### src/rtl/fpnew_divsqrt_multi_ctrl.sv
// Sequencing controller for the multicycle div/sqrt datapath: turns an op handshake into the
// unit start pulse and per-stage pipeline enables, and holds the result until it is taken.
//
// state | meaning
// IDLE  | no op in flight, ready to accept
// INP   | walking the op through the remaining input stages
// START | waiting for the unit to be idle, then pulsing start
// WAIT  | unit computing (first cycle blanked)
// OUT   | walking the result through the remaining output stages
// HOLD  | result valid, frozen until downstream accepts
`timescale 1ns/1ps
module fpnew_divsqrt_multi_ctrl #(
  parameter int unsigned NumInpRegs = 0,
  parameter int unsigned NumOutRegs = 0,
  parameter int unsigned TagWidth   = 1,
  localparam int unsigned NumRegs   = NumInpRegs + NumOutRegs,
  localparam int unsigned EnW       = (NumRegs > 0) ? NumRegs : 1
) (
  input  logic                clk_i,
  input  logic                rst_ni,
  input  logic                in_valid_i,
  output logic                in_ready_o,
  input  logic [TagWidth-1:0] in_tag_i,
  input  logic                flush_i,
  output logic                unit_start_o,
  input  logic                unit_ready_i,
  output logic [EnW-1:0]      reg_enable_o,
  output logic                out_valid_o,
  input  logic                out_ready_i,
  output logic [TagWidth-1:0] out_tag_o,
  output logic                busy_o
);

  localparam int unsigned MaxRegs = (NumInpRegs > NumOutRegs) ? NumInpRegs : NumOutRegs;
  localparam int unsigned CntW    = (MaxRegs > 0) ? $clog2(MaxRegs + 1) : 1;

  typedef enum logic [2:0] {IDLE, INP, START, WAIT, OUT, HOLD} state_e;

  state_e              state_q;
  logic [CntW-1:0]     cnt_q;
  logic [TagWidth-1:0] tag_q;
  logic                blank_q;
  logic                accept;
  logic                done;

  assign in_ready_o   = ~flush_i & ((state_q == IDLE) | ((state_q == HOLD) & out_ready_i));
  assign accept       = in_valid_i & in_ready_o;
  assign unit_start_o = ~flush_i & (state_q == START) & unit_ready_i;
  // The unit may still report ready in the cycle right after start, so that cycle is ignored.
  assign done         = ~flush_i & (state_q == WAIT) & ~blank_q & unit_ready_i;
  assign out_valid_o  = (state_q == HOLD);
  assign out_tag_o    = tag_q;
  assign busy_o       = (state_q != IDLE);

  always_comb begin
    reg_enable_o = '0;
    if (!flush_i) begin
      for (int i = 0; i < int'(EnW); i++) begin
        if (NumInpRegs > 0 && i == 0 && accept) reg_enable_o[i] = 1'b1;
        if (state_q == INP && i == int'(cnt_q)) reg_enable_o[i] = 1'b1;
        if (NumOutRegs > 0 && i == int'(NumInpRegs) && done) reg_enable_o[i] = 1'b1;
        if (state_q == OUT && i == int'(NumInpRegs) + int'(cnt_q)) reg_enable_o[i] = 1'b1;
      end
    end
  end

  always_ff @(posedge clk_i or negedge rst_ni) begin
    if (!rst_ni) begin
      state_q <= IDLE;
      cnt_q   <= '0;
      tag_q   <= '0;
      blank_q <= 1'b0;
    end else if (flush_i) begin
      state_q <= IDLE;
      cnt_q   <= '0;
      blank_q <= 1'b0;
    end else begin
      case (state_q)
        IDLE, HOLD: begin
          if (accept) begin
            tag_q <= in_tag_i;
            if (NumInpRegs > 1) begin
              state_q <= INP;
              cnt_q   <= CntW'(1);
            end else begin
              state_q <= START;
              cnt_q   <= '0;
            end
          end else if (state_q == HOLD && out_ready_i) begin
            state_q <= IDLE;
          end
        end
        INP: begin
          if (int'(cnt_q) == int'(NumInpRegs) - 1) begin
            state_q <= START;
            cnt_q   <= '0;
          end else begin
            cnt_q <= cnt_q + CntW'(1);
          end
        end
        START: begin
          if (unit_ready_i) begin
            state_q <= WAIT;
            blank_q <= 1'b1;
          end
        end
        WAIT: begin
          blank_q <= 1'b0;
          if (done) begin
            if (NumOutRegs > 1) begin
              state_q <= OUT;
              cnt_q   <= CntW'(1);
            end else begin
              state_q <= HOLD;
            end
          end
        end
        OUT: begin
          if (int'(cnt_q) == int'(NumOutRegs) - 1) begin
            state_q <= HOLD;
            cnt_q   <= '0;
          end else begin
            cnt_q <= cnt_q + CntW'(1);
          end
        end
        default: state_q <= IDLE;
      endcase
    end
  end

endmodule

### config.mk
export PLATFORM = sky130hd
export DESIGN_NAME = fpnew_divsqrt_multi_ctrl
export DESIGN_NICKNAME = d
export VERILOG_FILES = /design/src/rtl/fpnew_divsqrt_multi_ctrl.sv
export SDC_FILE = /design/constraint.sdc
export NUM_CORES = 1
export LEC_CHECK = 0
export ABC_AREA = 1
export CORE_AREA = 2 2 39 41
export CTS_CLUSTER_SIZE = 16
export DETAILED_ROUTE_END_ITERATION = 10
export DIE_AREA = 0 0 41 43
export HOLD_SLACK_MARGIN = 0.12
export PLACE_DENSITY = 0.6
export SETUP_SLACK_MARGIN = 0.3
export SYNTH_ARGS = -nofsm -noshare
export SYNTH_HDL_FRONTEND = slang
export SYNTH_SLANG_ARGS = --single-unit
export TNS_END_PERCENT = 5
### constraint.sdc
create_clock -name clk_i -period 1.57 [get_ports clk_i]
set_clock_uncertainty 0.05 [all_clocks]
set_input_delay 0.314 -clock clk_i [delete_from_list [all_inputs] [get_ports clk_i]]
set_output_delay 0.314 -clock clk_i [all_outputs]
set_load 0.03 [all_outputs]
==> metrics.txt, run 1 <==
outcome=complete, but fails checks; failing checks=negative setup slack; Cells after Synth=62; worst path cell trace=buf_4 > nand3_2 > nand2_4 > nand2_4 > nor2_4 > buf_6; Leak=0.376 nW; # Max-Cap Violations=0; setup ws final=-0.115 ns; fillcell total=143; wire length per cell=10.8 um; crit share post-route=107%; multi-input logic area=317 um^2; total gr overflow=0; Pins Over Slew Limit=0; count of different cell masters after synthesis=15; CORE AREA=1380 um^2; r2r setup slk=0.12 ns; number of global-route vias before repair=438; Starting Density=30.4%; CTS Hold Bufs=0; FP Rows=14; H-tree Lvls=1; Crit path largest cell delay=0.43 ns; CP Class=flop to output port; Worst VDD drop=0.687 mV; Clk Tree Root Cell=clkbuf_4; Mapped Nets=69; DP Wirelength=815 um; Sequential Power Share=22.9%; vias=501; worst skew pair latency=0.25 ns; Initial DRC Count=6; clock transition at the registers of the reported paths=0.05 ns; Cell Area, Synth=420 um^2; Setup crit end kind=output port; global-route wire length before repair=1680 um; DR DRC count=0; hold_ws=0.269 ns; Max Freq=593 MHz; part of the power in combinational logic=62.9%; # IOs=13; RSZ-0062 raised after global routing=yes; Global Route Usage Sum=14.7%; WL final=1150 um; die footprint=1760 um^2; crit-path max FO=4; Antenna Cells=0; most common cell after layout, fill and taps aside=buf_4; Seq/Total Area, Yosys=35.7%; clock tree from TritonCTS=done; CTS Sinks=6; Net Sw Power=0.000488 W; setup violators final=3; vias per cell=4.68; worst slack at placement=-0.121 ns; I/O Buffers=12; initial antenna violation count=0; register bit total from synthesis=6; Most common cell on crit path=nand2_4; Slew headroom=79.8%; FF-to-FF path depth=9; drt pass-1 iters=3; commonest cells after routing, fill and taps aside=buf_4, nand2_1, nand2_4, nand2_2, clkdlybuf4s50_1; switch share=44.2%; pwr dens=1430 nW/um^2; Setup crit start kind=flop; Worst Max-Slew Pin Slew=0.302 ns; R2R Path Start=state_q[1]; total CTS buffers=3; Clock power frac=14.2%; Hold Path Class=input pin to asynchronous set/reset pin; largest net degree at the start of global routing=7; Final nets=99; CP arrival=1.32 ns; critical path data required time=1.21 ns; average cell area after synthesis=6.78 um^2; Max Buffers Root-to-Sink=2; Horiz. Die Dim=41 um; Routed Antenna Nets=0; Final Hold Viols=0; cell-internal power=0.000617 W; share of layout cells above drive strength 1=54.9%; FF+latch area=153 um^2; number of synthesis warnings=0; Layout area overhead=83.9%; chip height=43 um; capturing point of the worst reg2reg path=state_q[2]; Min Clock Period, post-route=1.69 ns; Crit-path slowest cell=dfrtp_2; GPL Wtd Cong=0.808
[cell usage after synthesis]
cell type  count  share of area [%]
nand2_1       19                 17
dfrtp_1        6                 36
nand3_1        6                7.1
nor2_1         6                5.4
inv_1          5                4.5
nand2_2        5                7.4
a21oi_1        3                3.6
nor2_2         3                4.5
inv_2          2                1.8
nand4_1        2                3.0
a211oi_1       1                1.8
a31o_2         1                2.1
buf_6          1                2.7
nand3_2        1                2.4
o21ai_0        1                1.2
[area by class of cell]
class	instances	area share (%)
Clock buffer	4	3.40
Inverter	7	3.40
Multi-Input combinational cell	48	40.9
Sequential cell	6	19.7
Tap cell	16	2.59
Timing Repair Buffer	26	29.9
[cells by family after synthesis]
family | synth area share [%]
and+or+nand+nor | 46.7
buffers and inverters | 8.93
DFF | 35.7
AOI/OAI and AO/OA | 8.63
[per-stage QoR]
step / cells / total power [W] / setup TNS, ns / util (%) / instance area [um^2]
2_1_floorplan: 62 / 0.000610 / 0 / - / 450
3_3_place_gp: 93 / 0.000731 / -0.434 / 43.1 / 597
3_5_place_dp: 93 / 0.000738 / -0.515 / 43.1 / 597
4_1_cts: 104 / 0.00104 / -0.296 / 52.0 / 719
5_1_grt: 107 / 0.00119 / -0.491 / 55.9 / 773
6_report: 107 / 0.00111 / -0.258 / 55.9 / 773
[flip-flops by register name (all words and copies together), names as in the netlist]
register / count
out_tag_o: 1
cnt_q: 1
blank_q: 1
state_q: 3
[critical path, delay by kind of cell (launching register included)]
| family | cells | cell delay, ns |
|---|---|---|
| DFF | 1 | 0.43 |
| and+or+nand+nor | 4 | 0.36 |
| buffers and inverters | 2 | 0.28 |
[power by group through the flow]
stage / clock network, W / registers (W) / logic [W]
2_1_floorplan: 0 / 0.000257 / 0.000353
3_3_place_gp: 0 / 0.000255 / 0.000475
3_5_place_dp: 0 / 0.000258 / 0.000479
4_1_cts: 0.000165 / 0.000252 / 0.000618
5_1_grt: 0.000175 / 0.000258 / 0.000754
6_report: 0.000157 / 0.000253 / 0.000695
[how the worst max path moves through the flow]
stage           startpoint           end  slack (ns)  cells past startpoint
3_5_place_dp   out_ready_i    in_ready_o       -0.12                      4
5_1_grt         state_q[1]  reg_enable_o       -0.19                      6
6_report        state_q[0]  reg_enable_o       -0.12                      6
3_3_place_gp   out_ready_i    in_ready_o       -0.11                      4
4_1_cts         state_q[0]  reg_enable_o       -0.12                      6
2_1_floorplan   state_q[0]  reg_enable_o        0.21                      6
[layer usage]
layer / vias to the layer above / share of wire [%] / global-route usage (%) / wire, um
li1: 258 / - / - / -
met4: 0 / 2.7 / 14.0 / 31
met5: - / 0 / 0 / 0
met2: 10 / 50 / 19.7 / 575
met1: 229 / 44 / 19.3 / 511
met3: 4 / 3.0 / 1.57 / 34
[repair_timing]
item,CTS,global route
setup endpoints to repair,12,12
buffers inserted,7,3
pin swaps,10,12
gates resized for setup,11,13
No activity file was read; power rests on OpenSTA's default activity.
==> run 2: changes to the inputs <==
--- a/config.mk
+++ b/config.mk
@@ -6,6 +6,7 @@
 export NUM_CORES = 1
 export LEC_CHECK = 0
 export ABC_AREA = 1
+export ABC_CLOCK_PERIOD_IN_PS = 1570
 export CORE_AREA = 2 2 39 41
 export CTS_CLUSTER_SIZE = 16
 export DETAILED_ROUTE_END_ITERATION = 10
==> results of run 2 <==
Final layout, timing and power as in run 1 (identical DEF).
==> run 3: changes to the inputs <==
--- a/config.mk
+++ b/config.mk
@@ -11,6 +11,7 @@
 export CTS_CLUSTER_SIZE = 16
 export DETAILED_ROUTE_END_ITERATION = 10
 export DIE_AREA = 0 0 41 43
+export GPL_ROUTABILITY_DRIVEN = 0
 export HOLD_SLACK_MARGIN = 0.12
 export PLACE_DENSITY = 0.6
 export SETUP_SLACK_MARGIN = 0.3
==> results of run 3 <==
Final layout, timing and power as in run 1 (identical DEF).
